==> config.mk <==
export PLATFORM = sky130hd
export DESIGN_NAME = norm_sched
export DESIGN_NICKNAME = d
export VERILOG_FILES = /design/src/rtl/norm_pkg.sv /design/src/rtl/norm_rr_arb.sv /design/src/rtl/norm_sched.sv
export SDC_FILE = /design/constraint.sdc
export NUM_CORES = 1
export LEC_CHECK = 0
export ABC_CLOCK_PERIOD_IN_PS = 4800
export BUFFER_PORTS_ARGS = -buffer_cell sky130_fd_sc_hd__buf_4
export CAP_MARGIN = 10
export CORE_ASPECT_RATIO = 1.5
export CORE_UTILIZATION = 48
export DETAILED_ROUTE_END_ITERATION = 6
export PLACE_DENSITY_LB_ADDON = 0.2
export SLEW_MARGIN = 20
export SYNTH_ARGS = -nofsm -noshare
export SYNTH_HDL_FRONTEND = slang
export SYNTH_SLANG_ARGS = --single-unit
==> constraint.sdc <==
create_clock -name clk -period 4.8 [get_ports clk]
set_input_delay 0.48 -clock clk [delete_from_list [all_inputs] [get_ports clk]]
set_output_delay 0.48 -clock clk [all_outputs]
set_load 0.03 [all_outputs]
==> src/rtl/norm_pkg.sv <==
// Shared types for the normalizer sequencer.
// Holds the FSM state encoding and the default mantissa width.
package norm_pkg;

    localparam int NORM_N = 8;

    typedef enum logic [1:0] {
        IDLE  = 2'd0,
        SHIFT = 2'd1,
        DONE  = 2'd2
    } state_t;

endpackage

==> src/rtl/norm_rr_arb.sv <==
// REQ-way round-robin arbiter: grants the first set request at or after ptr.
// Ports: req (requests), ptr (start index), en, gnt (one-hot), gnt_idx.
module norm_rr_arb #(
    parameter int REQ = 4,
    parameter int IDW = $clog2(REQ)
) (
    input  logic [REQ-1:0] req,
    input  logic [IDW-1:0] ptr,
    input  logic           en,
    output logic [REQ-1:0] gnt,
    output logic [IDW-1:0] gnt_idx
);

    logic           found;
    logic [IDW-1:0] idx;

    // REQ is a power of two, so IDW-bit addition wraps the scan for free.
    always_comb begin
        gnt     = '0;
        gnt_idx = '0;
        found   = 1'b0;
        idx     = '0;
        for (int i = 0; i < REQ; i++) begin
            idx = ptr + IDW'(i);
            if (en && !found && req[idx]) begin
                found    = 1'b1;
                gnt[idx] = 1'b1;
                gnt_idx  = idx;
            end
        end
    end

endmodule

==> src/rtl/norm_sched.sv <==
// Shares one iterative left-shift normalizer among REQ lanes (round-robin).
// Ports: req_valid/req_data/req_ready in, out_valid/out_ready/out_id/norm/e/zero out.
import norm_pkg::*;

module norm_sched #(
    parameter int N   = NORM_N,
    parameter int REQ = 4,
    parameter int IDW = $clog2(REQ)
) (
    input  logic           clk,
    input  logic           rst,
    input  logic [REQ-1:0] req_valid,
    input  logic [REQ*N-1:0] req_data,
    output logic [REQ-1:0] req_ready,
    output logic           out_valid,
    input  logic           out_ready,
    output logic [IDW-1:0] out_id,
    output logic [N-1:0]   out_norm,
    output logic [N-1:0]   out_e,
    output logic           out_zero
);

    state_t         state_q, state_d;
    logic [N-1:0]   sh_q, sh_d;
    logic [N-1:0]   cnt_q, cnt_d;
    logic [IDW-1:0] id_q, id_d;
    logic [IDW-1:0] rr_q, rr_d;
    logic           vld_q, vld_d;
    logic [N-1:0]   norm_q, norm_d;
    logic [N-1:0]   e_q, e_d;
    logic           zero_q, zero_d;

    logic [REQ-1:0] gnt;
    logic [IDW-1:0] gnt_idx;
    logic [N-1:0]   sel_data;
    logic           arb_en;

    // Reset also masks the grant so req_ready reads 0 while rst is high.
    assign arb_en = (state_q == IDLE) && !rst;

    norm_rr_arb #(
        .REQ (REQ),
        .IDW (IDW)
    ) u_arb (
        .req     (req_valid),
        .ptr     (rr_q),
        .en      (arb_en),
        .gnt     (gnt),
        .gnt_idx (gnt_idx)
    );

    always_comb begin
        sel_data = '0;
        for (int i = 0; i < REQ; i++) begin
            if (gnt[i]) sel_data = req_data[i*N +: N];
        end
    end

    always_ff @(posedge clk) begin
        if (rst) begin
            state_q <= IDLE;
            sh_q    <= '0;
            cnt_q   <= '0;
            id_q    <= '0;
            rr_q    <= '0;
            vld_q   <= 1'b0;
            norm_q  <= '0;
            e_q     <= '0;
            zero_q  <= 1'b0;
        end else begin
            state_q <= state_d;
            sh_q    <= sh_d;
            cnt_q   <= cnt_d;
            id_q    <= id_d;
            rr_q    <= rr_d;
            vld_q   <= vld_d;
            norm_q  <= norm_d;
            e_q     <= e_d;
            zero_q  <= zero_d;
        end
    end

    always_comb begin
        state_d = state_q;
        unique case (state_q)
            IDLE:    if (|gnt) state_d = SHIFT;
            SHIFT:   if (sh_q == '0 || sh_q[N-1]) state_d = DONE;
            DONE:    if (vld_q && out_ready) state_d = IDLE;
            default: state_d = IDLE;
        endcase
    end

    // Result registers load on the SHIFT->DONE edge, so DONE outputs
    // come straight from flops and hold under backpressure.
    always_comb begin
        sh_d   = sh_q;
        cnt_d  = cnt_q;
        id_d   = id_q;
        rr_d   = rr_q;
        vld_d  = vld_q;
        norm_d = norm_q;
        e_d    = e_q;
        zero_d = zero_q;
        unique case (state_q)
            IDLE: begin
                if (|gnt) begin
                    sh_d  = sel_data;
                    cnt_d = '0;
                    id_d  = gnt_idx;
                    rr_d  = gnt_idx + IDW'(1);
                end
            end
            SHIFT: begin
                if (sh_q == '0) begin
                    vld_d  = 1'b1;
                    norm_d = '0;
                    e_d    = '0;
                    zero_d = 1'b1;
                end else if (sh_q[N-1]) begin
                    vld_d  = 1'b1;
                    norm_d = sh_q;
                    e_d    = ~cnt_q + N'(1);
                    zero_d = 1'b0;
                end else begin
                    sh_d  = sh_q << 1;
                    cnt_d = cnt_q + N'(1);
                end
            end
            DONE: begin
                if (vld_q && out_ready) vld_d = 1'b0;
            end
            default: ;
        endcase
    end

    assign req_ready = gnt;
    assign out_valid = vld_q;
    assign out_id    = id_q;
    assign out_norm  = norm_q;
    assign out_e     = e_q;
    assign out_zero  = zero_q;

endmodule

**Word-level counts from Yosys, hierarchy flattened**

Cells that the tools add are included.

- Register bits after elaboration: 40
- Latch bits: 0
- Bits in writable memories: 0
- Memory bits (read-only): 0
- Bits of input ports: 39
- Output and inout bits: 24
- Logic and storage cells: 119
- Memories: 0

- Add/subtract/negate cells: 6
- $mul: 0
- Div/mod/pow operators: 0
- $lt $le $gt $ge: 8
- Eq/ne operators: 8
- Shifts and indexed selects: 0
- Muxes and demuxes: 53
- Bitwise operators: 4
- Reductions and logical operators: 30

Operators by type and width:

| operator | count |
|---|---|
| $mux 8 | 14 |
| $pmux 8 s2 | 2 |
| $add 8x1->8 const B | 2 |
| $mux 1 | 16 |
| $mux 4 | 4 |
| $mux 2 | 7 |
| $logic_and 1x1->1 | 13 |
| $lt 2x3->1 const B | 4 |
| $or 4x4->4 | 3 |
| $reduce_and 3->1 | 3 |
| $bmux 1 s2 | 4 |
| $demux 1 s2 | 4 |
| $ge 2x1->1 const B | 4 |
| $logic_not 8->1 | 1 |
| $ne 2x2->1 const B | 4 |
| $not 8->8 | 1 |
| $pmux 2 s3 | 1 |
| $reduce_bool 2->1 | 3 |
| $add 2x1->2 const B | 2 |
| $add 2x2->2 const B | 2 |
| $logic_not 1->1 | 4 |
| $reduce_and 2->1 | 2 |
| $reduce_and 4->1 | 1 |
| $reduce_or 4->1 | 1 |
| 7 further kinds | 7 |

**Logic depth before layout (Yosys ltp)**

Gate-level depths: netlist (run 1).

- Depth after elaboration: 22
- Mapped depth: 13
- Gate-level depth less buffers: 10

**Modules after synthesis**

A second synthesis (run 1) with hierarchy kept.

- Cell total of the unflattened synthesis: 302
- Area total of the unflattened synthesis: 2,611.3 um2

Modules (own cells, without submodules):

| module | times used | cells an instance | area each (um2) | seq. area each (um2) |
|---|---|---|---|---|
| norm_sched | 1 | 239 | 2,079.5 | 800.8 |
| norm_rr_arb | 1 | 63 | 531.8 | 0.0 |

**Least setup slack after synthesis (run 1)**

No wires, ideal clock.

- Path type: reg-to-reg
- Start: reg rr_q[1]
- End: reg sh_q[1]
- Setup time: 141 ps
- Arrival time: 3,436 ps
- Required time: 4,659 ps
- Path slack: 1,223 ps
- Cell stages (with the launch flop): 14
- Buffers on the path: 3
- Clock period less this slack: 3,577 ps
- Path through: dfxtp_1 -> clkbuf_1 -> inv_1 -> ha_1 -> buf_2 -> mux2_1 -> a22oi_1 -> nor2_2 -> a221oi_4 -> inv_2 -> o41a_1 -> buf_6 -> nor2_1 -> a311oi_2

- Elaborated cells between the ends (all ways): 60
- Those cells by class: 3 x add/sub; 8 x order compare; 1 x eq/ne; 29 x mux; 3 x bitwise; 16 x reduce/logical

RTL lines:

| item | RTL line | source |
|---|---|---|
| start: declaration | norm_sched.sv:27 | `logic [IDW-1:0] rr_q, rr_d;` |
| start signal: assignment | norm_sched.sv:75 | `rr_q <= rr_d;` |
| parallel branches: the longest is 15 deep, another holds $lt 2x3->1 | -- |  |
| $mux 4 * | norm_rr_arb.sv:25 | `if (en && !found && req[idx]) begin` |
| via req_ready[2] | norm_sched.sv:14 | `output logic [REQ-1:0] req_ready,` |
| $mux 8 (2 in series) | norm_sched.sv:55 | `if (gnt[i]) sel_data = req_data[i*N +: N];` |
| $mux 8 | norm_sched.sv:106 | `if (\|gnt) begin` |
| $pmux 8 s2 | norm_sched.sv:104 | `unique case (state_q)` |
| end signal: assignment | norm_sched.sv:62 | `sh_q <= '0;` |
| end signal: assignment | norm_sched.sv:72 | `sh_q <= sh_d;` |
| end: declaration | norm_sched.sv:24 | `logic [N-1:0] sh_q, sh_d;` |

Mark *: on every way through the listed nets, which the timed path passes. The select of a mux whose other input is x is not followed.
A chain may end at the register's enable or synchronous reset.

**Worst setup path after layout (run 1)**

- Start: reg rr_q[1]
- End: reg cnt_q[7]

- Longest elaborated chain between the ends: 19
- Elaborated cells between the ends (all ways): 54
- Those cells by class: 3 x add/sub; 8 x order compare; 1 x eq/ne; 23 x mux; 3 x bitwise; 16 x reduce/logical

Ends and longest elaborated chain:

| item | RTL line | source |
|---|---|---|
| parallel branches: the longest is 15 deep, another holds $lt 2x3->1 | -- |  |
| $mux 4 * | norm_rr_arb.sv:25 |  |
| $reduce_or 4->1 * | norm_sched.sv:106 |  |
| $ne 2x1->1 (no source line) * | -- |  |
| $reduce_and 4->1 (no source line) * | -- |  |
| end signal: assignment | norm_sched.sv:73 | `cnt_q <= cnt_d;` |
| end: declaration | norm_sched.sv:25 | `logic [N-1:0] cnt_q, cnt_d;` |

Every way passes the cells marked *. The select of a mux whose other input is x is not followed.

==> out/metrics.yaml, run 1 <==
utilization: 0.599
synth_fp_nets: 372
timing.critical_path.slowest_stage_cell: "sky130_fd_sc_hd__o41ai_4"
cp_top_family: "compound AO/OA/AOI/OAI gates"
maxCapViolations: 0
clock_sinks: 40
detail_route.wl_per_cell_um: 15.5
async_reset_ff_frac: 0
clkSlewWorstSetupHoldPaths_ps: 70
design.portCount: 63
grt_setup_unrepaired: "false"
final_layout_size_suffix_gt1_frac: 0.250
horizontal_extent_of_the_die_um: 63.3
core_area_sq_um: 5450
start_util: 0.497
powerDensity_nw_per_um2: 524
die-area_sq_um: 5950
final_net_count: 421
synth_cell_type_count: 61
ir_drop_v: 0.000289
detailedRoute.firstPassIterationCount: 7
cell_chain_of_the_critical_path: "inv_1 -> ha_1 -> mux2_1 -> a22oi_1 -> nor2_2 -> a221oi_1 -> inv_2 -> o41ai_4 -> o31ai_1 -> a21oi_1"
syn_area_per_cell_sq_um: 8.38
total_leakage_power_nw: 1.35
tritoncts_clock_tree: "built"
worstPathMaxFanout: 15
synth-edff-count: 0
postCtsSetupRepairBufs: 0
post_cts_resized: 0
timing.setup.critical_path_class: "reg -> reg"
vias_per_cell: 5.86
cts_buffers: 5
postRouteWirelength_um: 6830
synth_flop_cell: "sky130_fd_sc_hd__dfxtp_1"
numPortBuffers: 62
globalRoute.totalOverflow: 0
worst_setup_path_end_kind: "register"
netlist_instances: 323
antenna_violations_before_repair: 0
timing.final.crit_period_ps: 3720
die_span_y_um: 94.0
timing.critical_path.buf_inv: 2
tns_ps: 0
cts.root.buffer_cell: "sky130_fd_sc_hd__clkbuf_8"
final-max-slew-violation-count: 0
vias_in_the_first_global_route: 2438
arrival_time_of_the_worst_setup_path_ps: 3940
worst_slew_pin_tran_ps: 715
clk_latency_ps: 290
fraction_of_the_yosys_area_taken_by_sequential_cells: 0.296
detailedPlacementHpwl_um: 5080
flow.area_growth_from_synthesis_pct: 20.7
status: "completed"
worst_clock_skew_ps: 6.86
rows: 33
final_hold_violation_count: 0
globalplace.congestion: 0.876
crit_required_ps: 5020
vias: 2588
slew-limit-headroom: 0.522
critPathLaunchType: "register"
antenna_violating_nets_post_route: 0
worst_hold_path_type: "in -> reg"
grt_util_all_layers: 0.238
worst_stage_delay_on_the_critical_path_ps: 700
grt_first_pass_wirelength_um: 11200
number_of_storage_elements_in_the_synthesis_netlist: 40
max_freq_ghz: 0.269
number_of_warning_messages_in_the_yosys_log: 0
min_period_over_period: 0.775
insertedDiodeCount: 0
drt_first_iter_violations: 213
cts_hold_repair.buffers: 0
cts_max_path_buffers: 2
drc: 0
number_of_h_tree_levels: 2
syn-cell-area_sq_um: 2710
setup-violations-final: 0
grt_start_max_net_pins: 36
[synth_stat cells, types with 7 or more instances]
| master | number | share of area |
|---|---|---|
| sky130_fd_sc_hd__nor2_1 | 23 | 0.032 |
| sky130_fd_sc_hd__mux2i_1 | 11 | 0.041 |
| sky130_fd_sc_hd__a21oi_1 | 29 | 0.054 |
| sky130_fd_sc_hd__nand2_1 | 27 | 0.037 |
| sky130_fd_sc_hd__o311ai_0 | 7 | 0.023 |
| sky130_fd_sc_hd__nand3_1 | 17 | 0.031 |
| sky130_fd_sc_hd__ha_1 | 10 | 0.046 |
| sky130_fd_sc_hd__clkbuf_1 | 13 | 0.018 |
| sky130_fd_sc_hd__dfxtp_1 | 40 | 0.30 |
| sky130_fd_sc_hd__inv_1 | 16 | 0.022 |
| sky130_fd_sc_hd__o31ai_1 | 7 | 0.019 |
| sky130_fd_sc_hd__o211ai_1 | 7 | 0.019 |
| sky130_fd_sc_hd__a22oi_1 | 7 | 0.019 |
[registers in the layout, indices dropped and copies added (netlist names)]
register and flops:
cnt_q 8, out_e 8, out_id 2, out_norm 8
out_valid 1, out_zero 1, rr_q 2, sh_q 8
state_q 2
[report_power, final]
| group | internal [mW] | switching (mW) |
|---|---|---|
| Sequential | 0.386 | 0.0505 |
| Clock | 0.128 | 0.113 |
| Combinational | 0.409 | 0.624 |
| Total | 0.923 | 0.787 |
[per-stage QoR]
stage               area [sq um]  hold slack (ps)  std cells  total power [mW]  worst slack [ps]
floorplan                   2710              464        323              1.27              1220
global placement            3170              445        435              1.45              1240
detailed placement          3170              451        435              1.47              1080
CTS                         3270              426        442              1.71              1050
global route                3270              439        442              1.84               768
finish                      3270              424        442              1.71              1080
[routing by layer]
layer | part of all wire | track usage
met5 | 0 | 0
met4 | 0.018 | 0.0909
met3 | 0.032 | 0.0352
met2 | 0.52 | 0.429
met1 | 0.43 | 0.279
[final cells by class]
class | instances | area [sq um]
multi-input combinational | 239 | 1710
tap | 70 | 87.6
inverter | 21 | 78.8
clock buffer | 7 | 96.3
timing repair buffer | 65 | 488
sequential | 40 | 801
fill | 538 | 2180
[worst register-to-register path, stage by stage, from the launching register on]
cell	delay, ps
sky130_fd_sc_hd__dfxtp_1	330
sky130_fd_sc_hd__inv_1	110
sky130_fd_sc_hd__ha_1	520
sky130_fd_sc_hd__mux2_1	370
sky130_fd_sc_hd__a22oi_1	390
sky130_fd_sc_hd__nor2_2	160
sky130_fd_sc_hd__a221oi_1	520
sky130_fd_sc_hd__inv_2	230
sky130_fd_sc_hd__o41ai_4	710
sky130_fd_sc_hd__o31ai_1	190
sky130_fd_sc_hd__a21oi_1	140
[cells by family after synthesis]
logic type | synth area share
flip-flops | 0.296
AO/OA/AOI/OAI | 0.271
XOR/XNOR | 0.0227
buffers and inverters | 0.0707
adder cells (fa/ha/maj) | 0.0462
AND/OR/NAND/NOR | 0.219
multiplexers | 0.0740
[placed cells by master, fill, tap and decap left out, types with 6 or more instances in the layout]
cell / Yosys / layout
sky130_fd_sc_hd__buf_4: 1 / 65
sky130_fd_sc_hd__dfxtp_1: 40 / 40
sky130_fd_sc_hd__a21oi_1: 29 / 29
sky130_fd_sc_hd__nand2_1: 27 / 27
sky130_fd_sc_hd__nor2_1: 23 / 23
sky130_fd_sc_hd__nand3_1: 17 / 17
sky130_fd_sc_hd__inv_1: 16 / 16
sky130_fd_sc_hd__mux2i_1: 11 / 11
sky130_fd_sc_hd__ha_1: 10 / 10
sky130_fd_sc_hd__a22oi_1: 7 / 7
sky130_fd_sc_hd__o31ai_1: 7 / 7
sky130_fd_sc_hd__o311ai_0: 7 / 7
sky130_fd_sc_hd__o211ai_1: 7 / 7
sky130_fd_sc_hd__clkbuf_8: 0 / 7
sky130_fd_sc_hd__or3_1: 6 / 6
sky130_fd_sc_hd__a311oi_2: 6 / 6
[path summary, 6_finish.rpt]
kind / cells past startpoint / start / endpoint / slack (ps)
worst max-delay path: 10 / rr_q[1] / cnt_q[7] / 1080
worst min-delay path: 3 / req_data[24] / sh_q[0] / 420
worst max register to register: 10 / rr_q[1] / cnt_q[7] / 1080
worst min register to register: 2 / out_norm[2] / out_norm[2] / 460
(Power assumes the default switching activity.)
==> run 2, diff against run 1 <==
Settings changed: ABC_AREA set to 1, ABC_CLOCK_PERIOD_IN_PS 4800 to 3150.
Clock period 4.8 ns to 3.15 ns, I/O delays scaled along.
==> run 2 against run 1 <==
Clock power up 75%. Critical path type is now reg -> out. Total power rose by 61%. Setup slack got worse by 830 ps.
==> out/metrics.yaml, run 2 <==
postCtsSetupRepairBufs: 0  # unchanged
final_hold_violation_count: 0  # unchanged
antenna_violations_before_repair: 0  # unchanged
rows: 32  # -3.0%
async_reset_ff_frac: 0  # unchanged
switching_power_mw: 1.37  # +74%
yosys.area.top_type: "sky130_fd_sc_hd__dfxtp_1"
arrival_time_of_the_worst_setup_path_ps: 2580  # -1360 ps
detailedRoute.firstPassIterationCount: 4  # -3
powerDensity_nw_per_um2: 853  # +63%
syn-cell-area_sq_um: 2670  # -1.5%
synth_flop_cell: "sky130_fd_sc_hd__dfxtp_1"
cts_max_path_buffers: 2  # unchanged
synth.most_common_cell: "sky130_fd_sc_hd__nand2_1"
synth-edff-count: 0  # unchanged
antenna_violating_nets_post_route: 0  # unchanged
clock_sinks: 40  # unchanged
worst_clock_skew_ps: 8.12  # +1.26 ps
number_of_h_tree_levels: 2  # unchanged
syn_area_per_cell_sq_um: 6.55  # -22%
setup-violations-final: 0  # unchanged
core_area_sq_um: 5250  # -3.8%
final_net_count: 511  # +21%
setup.worst_path.end: "req_ready[3]"
clkSlewWorstSetupHoldPaths_ps: 80  # about the same
nFillCells: 521  # -3.2%
synth.area.top_cells: "sky130_fd_sc_hd__dfxtp_1 30%, sky130_fd_sc_hd__nand2_1 16%, sky130_fd_sc_hd__a21oi_1 7.9%"
worst_r2r_path_depth: 17  # +7
start_util: 0.508  # +0.0116
drt_first_iter_violations: 152  # -29%
placed_area_sq_um: 3120  # -1.5%
worst_setup_sp: "rr_q[0]"
power_report.internal_total_mw: 1.39  # +50%
worst_slew_pin_tran_ps: 907  # +191 ps
final-max-slew-violation-count: 0  # unchanged
postRouteWirelength_um: 6260  # -8.4%
design.portCount: 63  # unchanged
timing.final.ws_setup_ps: 256  # -825 ps
fraction_of_the_yosys_area_taken_by_sequential_cells: 0.300  # +0.00458
final_cell_mix: "114 x sky130_fd_sc_hd__nand2_1, 62 x sky130_fd_sc_hd__buf_4, 42 x sky130_fd_sc_hd__a21oi_1"
status: "completed"
globalRoute.totalOverflow: 0  # unchanged
max_freq_ghz: 0.346
vias_per_cell: 5.11  # -13%
worst_hold_path_type: "in -> reg"
combPwrFrac: 0.589  # -0.015
grt_setup_unrepaired: "false"
regToRegSetupSlack_ps: 310  # -770 ps
ir_drop_v: 0.000439  # +52%
switching_share: 0.496  # +0.0364
number_of_storage_elements_in_the_synthesis_netlist: 40  # unchanged
final_layout_size_suffix_gt1_frac: 0.235  # -0.0146
cts_hold_repair.buffers: 0  # unchanged
share_of_yosys_cell_area_claimed_by_the_top_area_cell_type: 0.300  # +0.00458
flow.area_growth_from_synthesis_pct: 21.3
tritoncts_clock_tree: "built"
r2r_end: "cnt_q[3]"
globalplace.congestion: 0.993  # +13%
netlist_instances: 407  # +26%
ranking_of_synthesized_cells_by_instance_count: "114 x sky130_fd_sc_hd__nand2_1, 42 x sky130_fd_sc_hd__a21oi_1, 40 x sky130_fd_sc_hd__dfxtp_1"
worst_setup_path_end_kind: "output pin"
dpl_worst_slack_ps: 335  # -747 ps
critPathLaunchType: "register"
grt_first_pass_wirelength_um: 10400  # -7.6%
die-area_sq_um: 5860  # -1.5%
die_span_y_um: 93.3  # -0.75%
mostFrequentLayoutCell: "sky130_fd_sc_hd__nand2_1"
power.share.sequential: 0.258  # +0.003
post_cts_resized: 0  # unchanged
total_leakage_power_nw: 1.60  # +18%
ff_latch_area_sq_um: 801  # unchanged
horizontal_extent_of_the_die_um: 62.8  # -0.74%
grt_util_all_layers: 0.219  # -0.0186
insertedDiodeCount: 0  # unchanged
timing.setup.critical_path_class: "reg -> out"
synth_fp_nets: 456  # +23%
multi_input_comb_area_sq_um: 1580  # -7.7%
maxCapViolations: 0  # unchanged
tns_ps: 0  # unchanged
fin_total_pwr_mw: 2.76  # +61%
reg2reg_from: "rr_q[0]"
cts.root.buffer_cell: "sky130_fd_sc_hd__clkbuf_8"
worstPathMaxFanout: 12  # -3
vias: 2715  # +4.9%
vias_in_the_first_global_route: 2450  # +0.49%
min_period_over_period: 0.919
slew-limit-headroom: 0.393  # -0.128
timing.final.crit_period_ps: 2890
detailedPlacementHpwl_um: 4820  # -5.0%
numPortBuffers: 62  # unchanged
clk_latency_ps: 300  # about the same
detail_route.wl_per_cell_um: 11.8  # -24%
grt_start_max_net_pins: 22  # -39%
finalInstanceArea_sq_um: 3230  # -1.0%
power.share.clock: 0.153  # +0.012
crit_required_ps: 2830  # -2190 ps
cts_buffers: 5  # unchanged
synth_cell_type_count: 34  # -44%
drc: 0  # unchanged
number_of_warning_messages_in_the_yosys_log: 0  # unchanged
run 2: changes by cell type after synthesis, sizes merged, moves of 7 or more:
| cell | before | now |
|---|---|---|
| nand3 | 17 | 31 |
| nand2 | 27 | 123 |
| nor2 | 24 | 47 |
| o211ai | 7 | 0 |
| mux2i | 11 | 0 |
| a22oi | 7 | 0 |
| a311oi | 7 | 0 |
| inv | 20 | 49 |
| o21ai | 8 | 27 |
| a21oi | 29 | 42 |
| clkbuf | 13 | 5 |
| o31ai | 7 | 0 |
| o311ai | 8 | 0 |
run 2: area by class of cell:
type	instances	share of cell area
repair buffers	62	0.144
clock buffers	5	0.0213
clock inverters	3	0.0132
multi-input cells	304	0.490
flip-flops and latches	40	0.248
well taps	68	0.0263
inverters	49	0.0577
run 2: critical path, stage by stage, from the launching register on:
cell and delay, ps:
sky130_fd_sc_hd__dfxtp_1 610, sky130_fd_sc_hd__inv_4 120, sky130_fd_sc_hd__ha_1 370, sky130_fd_sc_hd__inv_1 120, sky130_fd_sc_hd__nand3_2 100, sky130_fd_sc_hd__nand2_2 100, sky130_fd_sc_hd__nand3_4 90, sky130_fd_sc_hd__nor2_2 200
sky130_fd_sc_hd__nand2_1 100, sky130_fd_sc_hd__nand4_2 240, sky130_fd_sc_hd__buf_4 220
run 2: cell families after synthesis:
kind of cell,count (synthesis),synth area share
xor+xnor,5,0.0164
simple gates,217,0.392
fa+ha+maj,10,0.0469
flops,40,0.300
compound gates,72,0.138
buf+inv,63,0.106
run 2: power groups by stage:
stage | sequential, mW | combinational [mW] | clock, mW
3_5_place_dp | 0.722 | 1.62 | 0
4_1_cts | 0.710 | 1.63 | 0.423
2_1_floorplan | 0.773 | 1.28 | 0
5_1_grt | 0.727 | 1.82 | 0.446
3_3_place_gp | 0.718 | 1.59 | 0
6_report | 0.712 | 1.62 | 0.421
run 2: stage by stage:
step | utilization | cells | hold WS (ps)
detailed placement | 0.595 | 523 | 454
finish | 0.616 | 531 | 290
global placement | 0.595 | 523 | 450
CTS | 0.616 | 531 | 295
global route | 0.616 | 531 | 310
floorplan | - | 407 | 484
run 2: worst min-delay path by stage:
stage | depth (start not counted) | slack (ps) | to | startpoint
after floorplan | 2 | 480 | sh_q[0] | sh_q[0]
after global placement | 2 | 450 | out_e[6] | out_e[6]
after detailed placement | 2 | 450 | out_e[4] | out_e[4]
after CTS | 3 | 290 | sh_q[5] | req_data[29]
after global routing | 3 | 310 | sh_q[5] | req_data[29]
final | 3 | 290 | sh_q[5] | req_data[29]
run 2: metal layers:
layer,GRT usage,share of wire,wire [um]
met3,0.0256,0.037,231
met2,0.415,0.52,3270
met4,0.109,0.028,176
met5,0,0,0
met1,0.236,0.41,2580
==> run 3, diff against run 2 <==
Settings changed: RECOVER_POWER set to 25.
==> run 3 against run 2 <==
Sequential cell count did not move. Routed wire length up 0.18%. First-iteration DRC count increased by 8.6%. Worst hold slack better by 0.79 ps. Global-route usage unchanged. Largest cell class unchanged. Sequential share of layout area increased by 0.47 points. Clock-buffer cell count did not move. Highest routed layer unchanged.
==> out/metrics.yaml, run 3 (synthesis gave the netlist of run 2 again) <==
clock_sinks: 40  # unchanged
status: "completed"
rows: 32  # unchanged
globalplace.congestion: 0.993  # unchanged
numPortBuffers: 62  # unchanged
max_freq_ghz: 0.346  # about the same
grt_first_pass_wirelength_um: 10400  # unchanged
detailedPlacementHpwl_um: 4820  # unchanged
start_util: 0.508  # unchanged
grt_util_all_layers: 0.219  # unchanged
ir_drop_v: 0.000439  # about the same
design.portCount: 63  # unchanged
final_non_filler_cell_total: 531  # unchanged
final_net_count: 511  # unchanged
number_of_h_tree_levels: 2  # unchanged
utilization: 0.605  # -0.0115
placed_area_sq_um: 3120  # unchanged
worstPathMaxFanout: 12  # unchanged
die_span_y_um: 93.3  # unchanged
final_layout_size_suffix_gt1_frac: 0.201  # -0.0346
drc: 0  # unchanged
clk_latency_ps: 300  # about the same
postCtsSetupRepairBufs: 0  # unchanged
grt_start_max_net_pins: 22  # unchanged
antenna_violating_nets_post_route: 0  # unchanged
cts.root.buffer_cell: "sky130_fd_sc_hd__clkbuf_8"
multi_input_comb_area_sq_um: 1580  # unchanged
antenna_violations_before_repair: 0  # unchanged
final-max-slew-violation-count: 0  # unchanged
vias_per_cell: 5.12  # +0.22%
globalRoute.totalOverflow: 0  # unchanged
die-area_sq_um: 5860  # unchanged
grt_setup_unrepaired: "false"
worst_setup_path_end_kind: "output pin"
placed_cells_incl_taps: 523  # unchanged
ff_latch_area_sq_um: 801  # unchanged
final_hold_violation_count: 0  # unchanged
tns_ps: 0  # unchanged
timing.final.crit_period_ps: 2890  # -0.966 ps
setup-violations-final: 0  # unchanged
cts_max_path_buffers: 2  # unchanged
cts_buffers: 5  # unchanged
final_hold_slack_ps: 291  # +0.786 ps
postRouteWirelength_um: 6270  # +0.18%
worst_hold_path_type: "in -> reg"
vias: 2721  # +0.22%
min_period_over_period: 0.918  # about the same
powerDensity_nw_per_um2: 861  # +0.94%
critPathLaunchType: "register"
worst_clock_skew_ps: 8.22  # +0.0994 ps
mostFrequentLayoutCell: "sky130_fd_sc_hd__nand2_1"
maxCapViolations: 0  # unchanged
detailedRoute.firstPassIterationCount: 5  # +1
finalInstanceArea_sq_um: 3170  # -1.9%
post_cts_resized: 0  # unchanged
worst_slew_pin_tran_ps: 915  # +8.17 ps
detail_route.wl_per_cell_um: 11.8  # +0.18%
insertedDiodeCount: 0  # unchanged
drt_first_iter_violations: 165  # +8.6%
core_area_sq_um: 5250  # unchanged
flow.area_growth_from_synthesis_pct: 19.0
arrival_time_of_the_worst_setup_path_ps: 2580  # about the same
slew-limit-headroom: 0.388  # -0.00547
horizontal_extent_of_the_die_um: 62.8  # unchanged
tritoncts_clock_tree: "built"
crit_required_ps: 2830  # about the same
timing.setup.critical_path_class: "reg -> out"
clkSlewWorstSetupHoldPaths_ps: 80  # about the same
total_leakage_power_nw: 1.53  # -4.2%
cts_hold_repair.buffers: 0  # unchanged
vias_in_the_first_global_route: 2450  # unchanged
final_cell_mix: "114 x sky130_fd_sc_hd__nand2_1, 46 x sky130_fd_sc_hd__buf_4, 42 x sky130_fd_sc_hd__a21oi_1"
nFillCells: 526  # +0.96%
[run 3: critical path: stages, from the launching register on]
cell and delay [ps]:
sky130_fd_sc_hd__dfxtp_1 610, sky130_fd_sc_hd__inv_4 120, sky130_fd_sc_hd__ha_1 370, sky130_fd_sc_hd__inv_1 120, sky130_fd_sc_hd__nand3_2 100, sky130_fd_sc_hd__nand2_2 100
sky130_fd_sc_hd__nand3_4 90, sky130_fd_sc_hd__nor2_2 200, sky130_fd_sc_hd__nand2_1 100, sky130_fd_sc_hd__nand4_2 240, sky130_fd_sc_hd__buf_4 220
[run 3: worst paths after layout]
check               startpoint      endpoint  slack (ps)  cells after the start
setup reg to reg       rr_q[0]      cnt_q[3]         310                     17
hold reg to reg       out_e[0]      out_e[0]         460                      2
hold / removal    req_data[29]       sh_q[5]         290                      3
setup / recovery       rr_q[0]  req_ready[3]         260                     10
[run 3: report_power, final]
| part | total (mW) | internal (mW) | switching, mW |
|---|---|---|---|
| Sequential | 0.711 | 0.610 | 0.101 |
| Combinational | 1.60 | 0.518 | 1.08 |
| Clock | 0.421 | 0.234 | 0.186 |
[run 3: per-stage QoR]
stage               worst slack (ps)  total power, mW
floorplan                        835             2.05
global placement                 457             2.30
detailed placement               335             2.34
CTS                              269             2.76
global route                    22.2             2.97
finish                           257             2.73
[run 3: final cells by class]
| cell class | instances | area share |
|---|---|---|
| Multi-Input combinational cell | 304 | 0.499 |
| Clock inverter | 3 | 0.0134 |
| Tap cell | 68 | 0.0268 |
| Clock buffer | 5 | 0.0217 |
| Sequential cell | 40 | 0.252 |
| Timing Repair Buffer | 62 | 0.128 |
| Inverter | 49 | 0.0588 |
[run 3: per-layer routing]
layer | part of all wire | global-route usage | vias to the layer above
li1 | - | - | 1409
met1 | 0.41 | 0.236 | 1227
met2 | 0.52 | 0.415 | 69
met3 | 0.039 | 0.0256 | 16
met4 | 0.028 | 0.109 | 0
met5 | 0 | 0 | -
